`config.mk`:
```
export PLATFORM = sky130hd
export DESIGN_NAME = demux2_stream
export DESIGN_NICKNAME = d
export VERILOG_FILES = /design/src/rtl/demux2_stream.sv
export SDC_FILE = /design/constraint.sdc
export NUM_CORES = 1
export LEC_CHECK = 0
export BUFFER_PORTS_ARGS = -buffer_cell sky130_fd_sc_hd__buf_4
export CORE_MARGIN = 10
export CORE_UTILIZATION = 45
export CTS_CLUSTER_DIAMETER = 50
export DETAILED_ROUTE_END_ITERATION = 7
export GPL_TIMING_DRIVEN = 0
export PLACE_DENSITY = 0.82
export SKIP_CTS_REPAIR_TIMING = 1
export SLEW_MARGIN = 20
export SYNTH_ARGS = -nofsm -noshare
export SYNTH_HDL_FRONTEND = slang
export SYNTH_SLANG_ARGS = --single-unit
export TNS_END_PERCENT = 100
```
`constraint.sdc`:
```
create_clock -name clk -period 2.3 [get_ports clk]
set_input_delay 0.23 -clock clk [delete_from_list [all_inputs] [get_ports clk]]
set_output_delay 0.23 -clock clk [all_outputs]
set_load 0.005 [all_outputs]
```
`src/rtl/demux2_stream.sv`:
```
// Two-output val/rdy stream demultiplexor with a one-entry buffer and
// per-output transfer counters.
module demux2_stream #(
  parameter int unsigned nbits = 4
) (
  input  logic             clk,
  input  logic             rst,
  input  logic             in_val,
  output logic             in_rdy,
  input  logic [nbits-1:0] in_msg,
  input  logic             in_sel,
  output logic             out0_val,
  input  logic             out0_rdy,
  output logic [nbits-1:0] out0_msg,
  output logic             out1_val,
  input  logic             out1_rdy,
  output logic [nbits-1:0] out1_msg,
  output logic [7:0]       count0,
  output logic [7:0]       count1
);

  typedef enum logic {EMPTY = 1'b0, FULL = 1'b1} state_t;

  state_t           r_state;
  state_t           w_state_nxt;
  logic [nbits-1:0] r_buf_msg;
  logic             r_buf_sel;
  logic [7:0]       r_count0;
  logic [7:0]       r_count1;

  logic w_deq0;
  logic w_deq1;
  logic w_deq;
  logic w_enq;

  always_comb begin
    out0_val = (r_state == FULL) && !r_buf_sel;
    out1_val = (r_state == FULL) &&  r_buf_sel;
    out0_msg = out0_val ? r_buf_msg : '0;
    out1_msg = out1_val ? r_buf_msg : '0;
    w_deq0   = out0_val && out0_rdy;
    w_deq1   = out1_val && out1_rdy;
    w_deq    = w_deq0 || w_deq1;
    // Ready looks through the consumer's rdy so a full buffer can drain and refill in one cycle.
    in_rdy   = (r_state == EMPTY) || w_deq;
    w_enq    = in_val && in_rdy;
  end

  always_comb begin
    w_state_nxt = r_state;
    unique case (r_state)
      EMPTY: if (w_enq) w_state_nxt = FULL;
      FULL:  if (w_deq && !w_enq) w_state_nxt = EMPTY;
      default: w_state_nxt = EMPTY;
    endcase
  end

  always_ff @(posedge clk) begin
    if (rst) begin
      r_state   <= EMPTY;
      r_buf_msg <= '0;
      r_buf_sel <= 1'b0;
      r_count0  <= '0;
      r_count1  <= '0;
    end else begin
      r_state <= w_state_nxt;
      if (w_enq) begin
        r_buf_msg <= in_msg;
        r_buf_sel <= in_sel;
      end
      if (w_deq0) r_count0 <= r_count0 + 8'd1;
      if (w_deq1) r_count1 <= r_count1 + 8'd1;
    end
  end

  assign count0 = r_count0;
  assign count1 = r_count1;

endmodule

```
After elaboration in Yosys (flattened, before gate mapping)
Index checks and enable logic that the tools add are counted.

Register bits after elaboration: 22. Output and inout port bits: 27. Bits of input ports: 10. Logic and storage cells: 23.

Bitwise logic cells: 1. Add/subtract/negate cells: 2. Muxes and demuxes: 5. Reductions and logical operators: 10.

Operator list (number): adder 8 x 1 -> 8 bit (second input constant) (2); 2-to-1 mux 4 bit (2); logical AND 1 bit (6); zero test 1 bit (2); logical OR 1 bit (2); 2-to-1 mux 1 bit (2); one-hot mux 1 bit (2 select lines) (1); inverter 1 bit (1).

Logic depth before layout (Yosys ltp)
Depth after elaboration: 10. Mapped depth: 5. Mapped depth without buffers: 4.

Worst setup path before layout
Ideal clock, no wire load.

Path kind: register to register. Start: register r_count0[0], in the netlist count0[0]. End: register r_count0[6], in the netlist count0[6]. Library setup time: 0.071 ns. Data required time: 2.229 ns. Arrival: 1.220 ns. Buffers on the path: 0. Clock period less this slack: 1.290 ns. Cell stages (with the launch flop): 5. Slack: 1.010 ns. Cells stage by stage: dfxtp_1 > ha_1 > inv_1 > or4_1 > a21oi_1.

Cells in the longest elaborated chain, start to end: 1.

RTL lines: start: declaration (line 28) `logic [7:0] r_count0;`; start signal: assignment (line 71) `if (w_deq0) r_count0 <= r_count0 + 8'd1;`; adder 8 x 1 -> 8 bit (line 71).

No other way between the ends. A chain may end at the register's enable or synchronous reset.

Worst setup path after layout
Start: register r_buf_sel. End: output out0_msg[0].

Cells in the longest elaborated chain, start to end: 3.

RTL lines: start: declaration (line 27) `logic r_buf_sel;`; start signal: assignment (line 69) `r_buf_sel <= in_sel;`; zero test 1 bit (line 37) `out0_val = (r_state == FULL) && !r_buf_sel;`; logical AND 1 bit (line 37); 2-to-1 mux 4 bit (line 39) `out0_msg = out0_val ? r_buf_msg : '0;`; end: declaration (line 14) `output logic [nbits-1:0] out0_msg,`.

No other way between the ends.

==> flow_summary.json <==
{
  "setup_ws_ns": 0.475,
  "crit_end": "out0_msg[0]",
  "multi_input_area_um2": 613,
  "io_pins": 37,
  "vdd_drop_max_mv": 0.336,
  "drive_gt1_share_pct": 29.4,
  "dp.cells": 185,
  "drcViolationCount": 0,
  "root_buffer": "clkbuf_4",
  "relSlewSlack_pct": 66.4,
  "synth-main-ff-cell": "dfxtp_1",
  "fin_skew_ns": 0.00551,
  "min_period_over_period_pct": 79.4,
  "h-tree-depth": 1,
  "cap_violations": 0,
  "ant_nets": 0,
  "dp.final_hpwl_um": 2110,
  "syn_inst": 122,
  "vias": 1027,
  "pre_cts_ws_ns": 0.695,
  "std_cell_rows": 17,
  "synth_common_cells": "dfxtp_1 (22), a21oi_1 (11), nand2b_1 (9), mux2i_1 (7), nor2_1 (7)",
  "criticalPathCategory": "register to primary output",
  "via_per_inst": 5.46,
  "synth_warnings": 0,
  "setup_tns_ns": 0,
  "powerDensity_nw_per_um2": 462,
  "reg2reg_from": "r_buf_sel",
  "die_w_um": 69.1,
  "fp.coreArea_um2": 2250,
  "hold_path.class": "primary input to register",
  "grtUsageTotal_pct": 11.1,
  "final_util_pct": 62.4,
  "async_reset_ff_share_pct": 0,
  "yosys.area.top_type": "dfxtp_1",
  "arrival_ns": 1.60,
  "setup_viol": 0,
  "cts.sinks": 22,
  "synth_fp_nets": 134,
  "critPathMaxFanout": 10,
  "clk-insertion-delay-late_ns": 0.31,
  "grt_setup_unrepaired": "no",
  "cts_buffers": 3,
  "yosysTopAreaCellShare_pct": 40.6,
  "fmax_mhz": 548,
  "grt_pass1_vias": 1057,
  "grt_pass1_wl_um": 4690,
  "io_buffers": 35,
  "avgSynthCellArea_um2": 8.90,
  "startpoint": "r_buf_sel",
  "start_kind": "register",
  "worst_slew_pin_slew_ns": 0.504,
  "slew_viol_final": 0,
  "reg2reg_to": "count1[6]",
  "fillCellCount": 212,
  "r2r_setup_slack_ns": 0.77,
  "place_area_um2": 1380,
  "wl_per_cell_um": 14.6,
  "synth_area_um2": 1090,
  "antenna_found_initial": 0,
  "power.leakage_nw": 0.596,
  "die_h_um": 69.1,
  "regArea_um2": 440,
  "status": "completed",
  "nets": 174,
  "cts_tree": "yes",
  "ys_seq_area_share_pct": 40.6,
  "synth_enable_flop_cells": 0,
  "final_hold_viol_count": 0,
  "cts.path.max_buffers": 2,
  "ys_top_cells_by_area": "dfxtp_1 (41%), mux2i_1 (6.5%), nand2b_1 (5.2%)",
  "wirelength_um": 2750,
  "first_iter_violations": 42,
  "critical_path.endpoint_type": "primary output",
  "synthToLayoutAreaGrowth_pct": 29.5,
  "firstDrtPassIters": 4,
  "synthDistinctLibCells": 29,
  "stdcell_area_um2": 1410,
  "r2r.worst_path.cells": 4,
  "clkTransAtPathRegs_ns": 0.11,
  "finalNonFillerCells": 188,
  "gp_congestion": 0.687,
  "start_util_pct": 48.2,
  "cp.required_ns": 2.07,
  "die_area_um2": 4780,
  "period_minus_slack_ns": 1.83,
  "grt_max_degree": 12,
  "synth.most_common_cell": "dfxtp_1",
  "synth-seq-cells": 22,
  "diodes": 0,
  "grt_overflow": 0
}
-- metrics by stage --
step / hold slack [ns] / power [mW]
floorplan: 0.347 / 0.447
global placement: 0.444 / 0.480
detailed placement: 0.451 / 0.482
CTS: 0.130 / 0.649
global route: 0.163 / 0.682
finish: 0.126 / 0.649
-- power by group --
| group | switching, mW | internal [mW] | total (mW) | leakage, nW |
|---|---|---|---|---|
| combinational | 0.0380 | 0.0377 | 0.0757 | 0.403 |
| clock | 0.114 | 0.0613 | 0.176 | 0.0138 |
| sequential | 0.00778 | 0.390 | 0.398 | 0.179 |
| total | 0.160 | 0.489 | 0.649 | 0.596 |
-- worst min path at each step --
stage,start,end,slack [ns],depth (start not counted)
global route,in_val,r_state,0.16,3
floorplan,in_val,r_state,0.35,2
finish,in_val,r_state,0.13,3
global placement,in_val,r_state,0.44,3
CTS,in_val,r_state,0.13,3
detailed placement,in_val,r_state,0.45,3
-- routing by layer --
layer / track usage, % / up-vias / share of wire [%]
met4: 4.66 / 0 / 1.6
met1: 12.2 / 477 / 44
li1: - / 514 / -
met5: 0 / - / 0
met2: 17.6 / 31 / 45
met3: 5.42 / 5 / 8.7
-- cell usage in the layout, fill, tap and decap left out --
| cell type | count |
|---|---|
| a21boi_2 | 1 |
| a21oi_1 | 11 |
| and2_1 | 5 |
| and3_1 | 1 |
| and3_2 | 3 |
| buf_2 | 2 |
| buf_4 | 35 |
| clkbuf_1 | 4 |
| clkbuf_4 | 3 |
| dfxtp_1 | 22 |
| ha_1 | 2 |
| inv_1 | 2 |
| mux2_2 | 1 |
| mux2i_1 | 7 |
| nand2_1 | 6 |
| nand2b_1 | 9 |
| nand3_1 | 4 |
| nand3b_1 | 1 |
| nand4_1 | 6 |
| nand4b_1 | 1 |
| nand4b_4 | 1 |
| nor2_1 | 7 |
| nor2b_1 | 2 |
| nor3_1 | 1 |
| o21ai_0 | 5 |
| o31ai_1 | 4 |
| or2b_1 | 1 |
| or3_1 | 4 |
| or3_2 | 1 |
| or4_1 | 4 |
| xor2_1 | 4 |
-- cells by family (layout without fill, tap and decap cells) --
group / Yosys count / after routing / share of synthesized area, %
AO/OA/AOI/OAI: 21 / 21 / 11.2
adder cells (fa/ha/maj): 2 / 2 / 2.30
flip-flops: 22 / 22 / 40.6
XOR/XNOR: 4 / 4 / 3.23
multiplexers: 8 / 8 / 7.49
AND/OR/NAND/NOR: 57 / 57 / 32.3
buffers and inverters: 8 / 46 / 3.00
-- critical path: stages, from the launching register on --
cell	delay, ns
dfxtp_1	0.46
clkbuf_1	0.32
nor2b_1	0.18
and2_1	0.19
buf_4	0.13
-- flip-flops by register name, summed over array words and instances (netlist names) --
name	count
count0	8
count1	8
r_buf_msg	4
r_buf_sel	1
r_state	1
-- area by class of cell --
class	count	area share, %
flip-flops and latches	22	31.3
clock buffers	3	1.60
repair buffers	35	18.7
multi-input cells	92	43.6
well taps	28	2.49
plain buffers	6	1.78
inverters	2	0.534
Note: power is estimated with default switching activity, not from simulation.
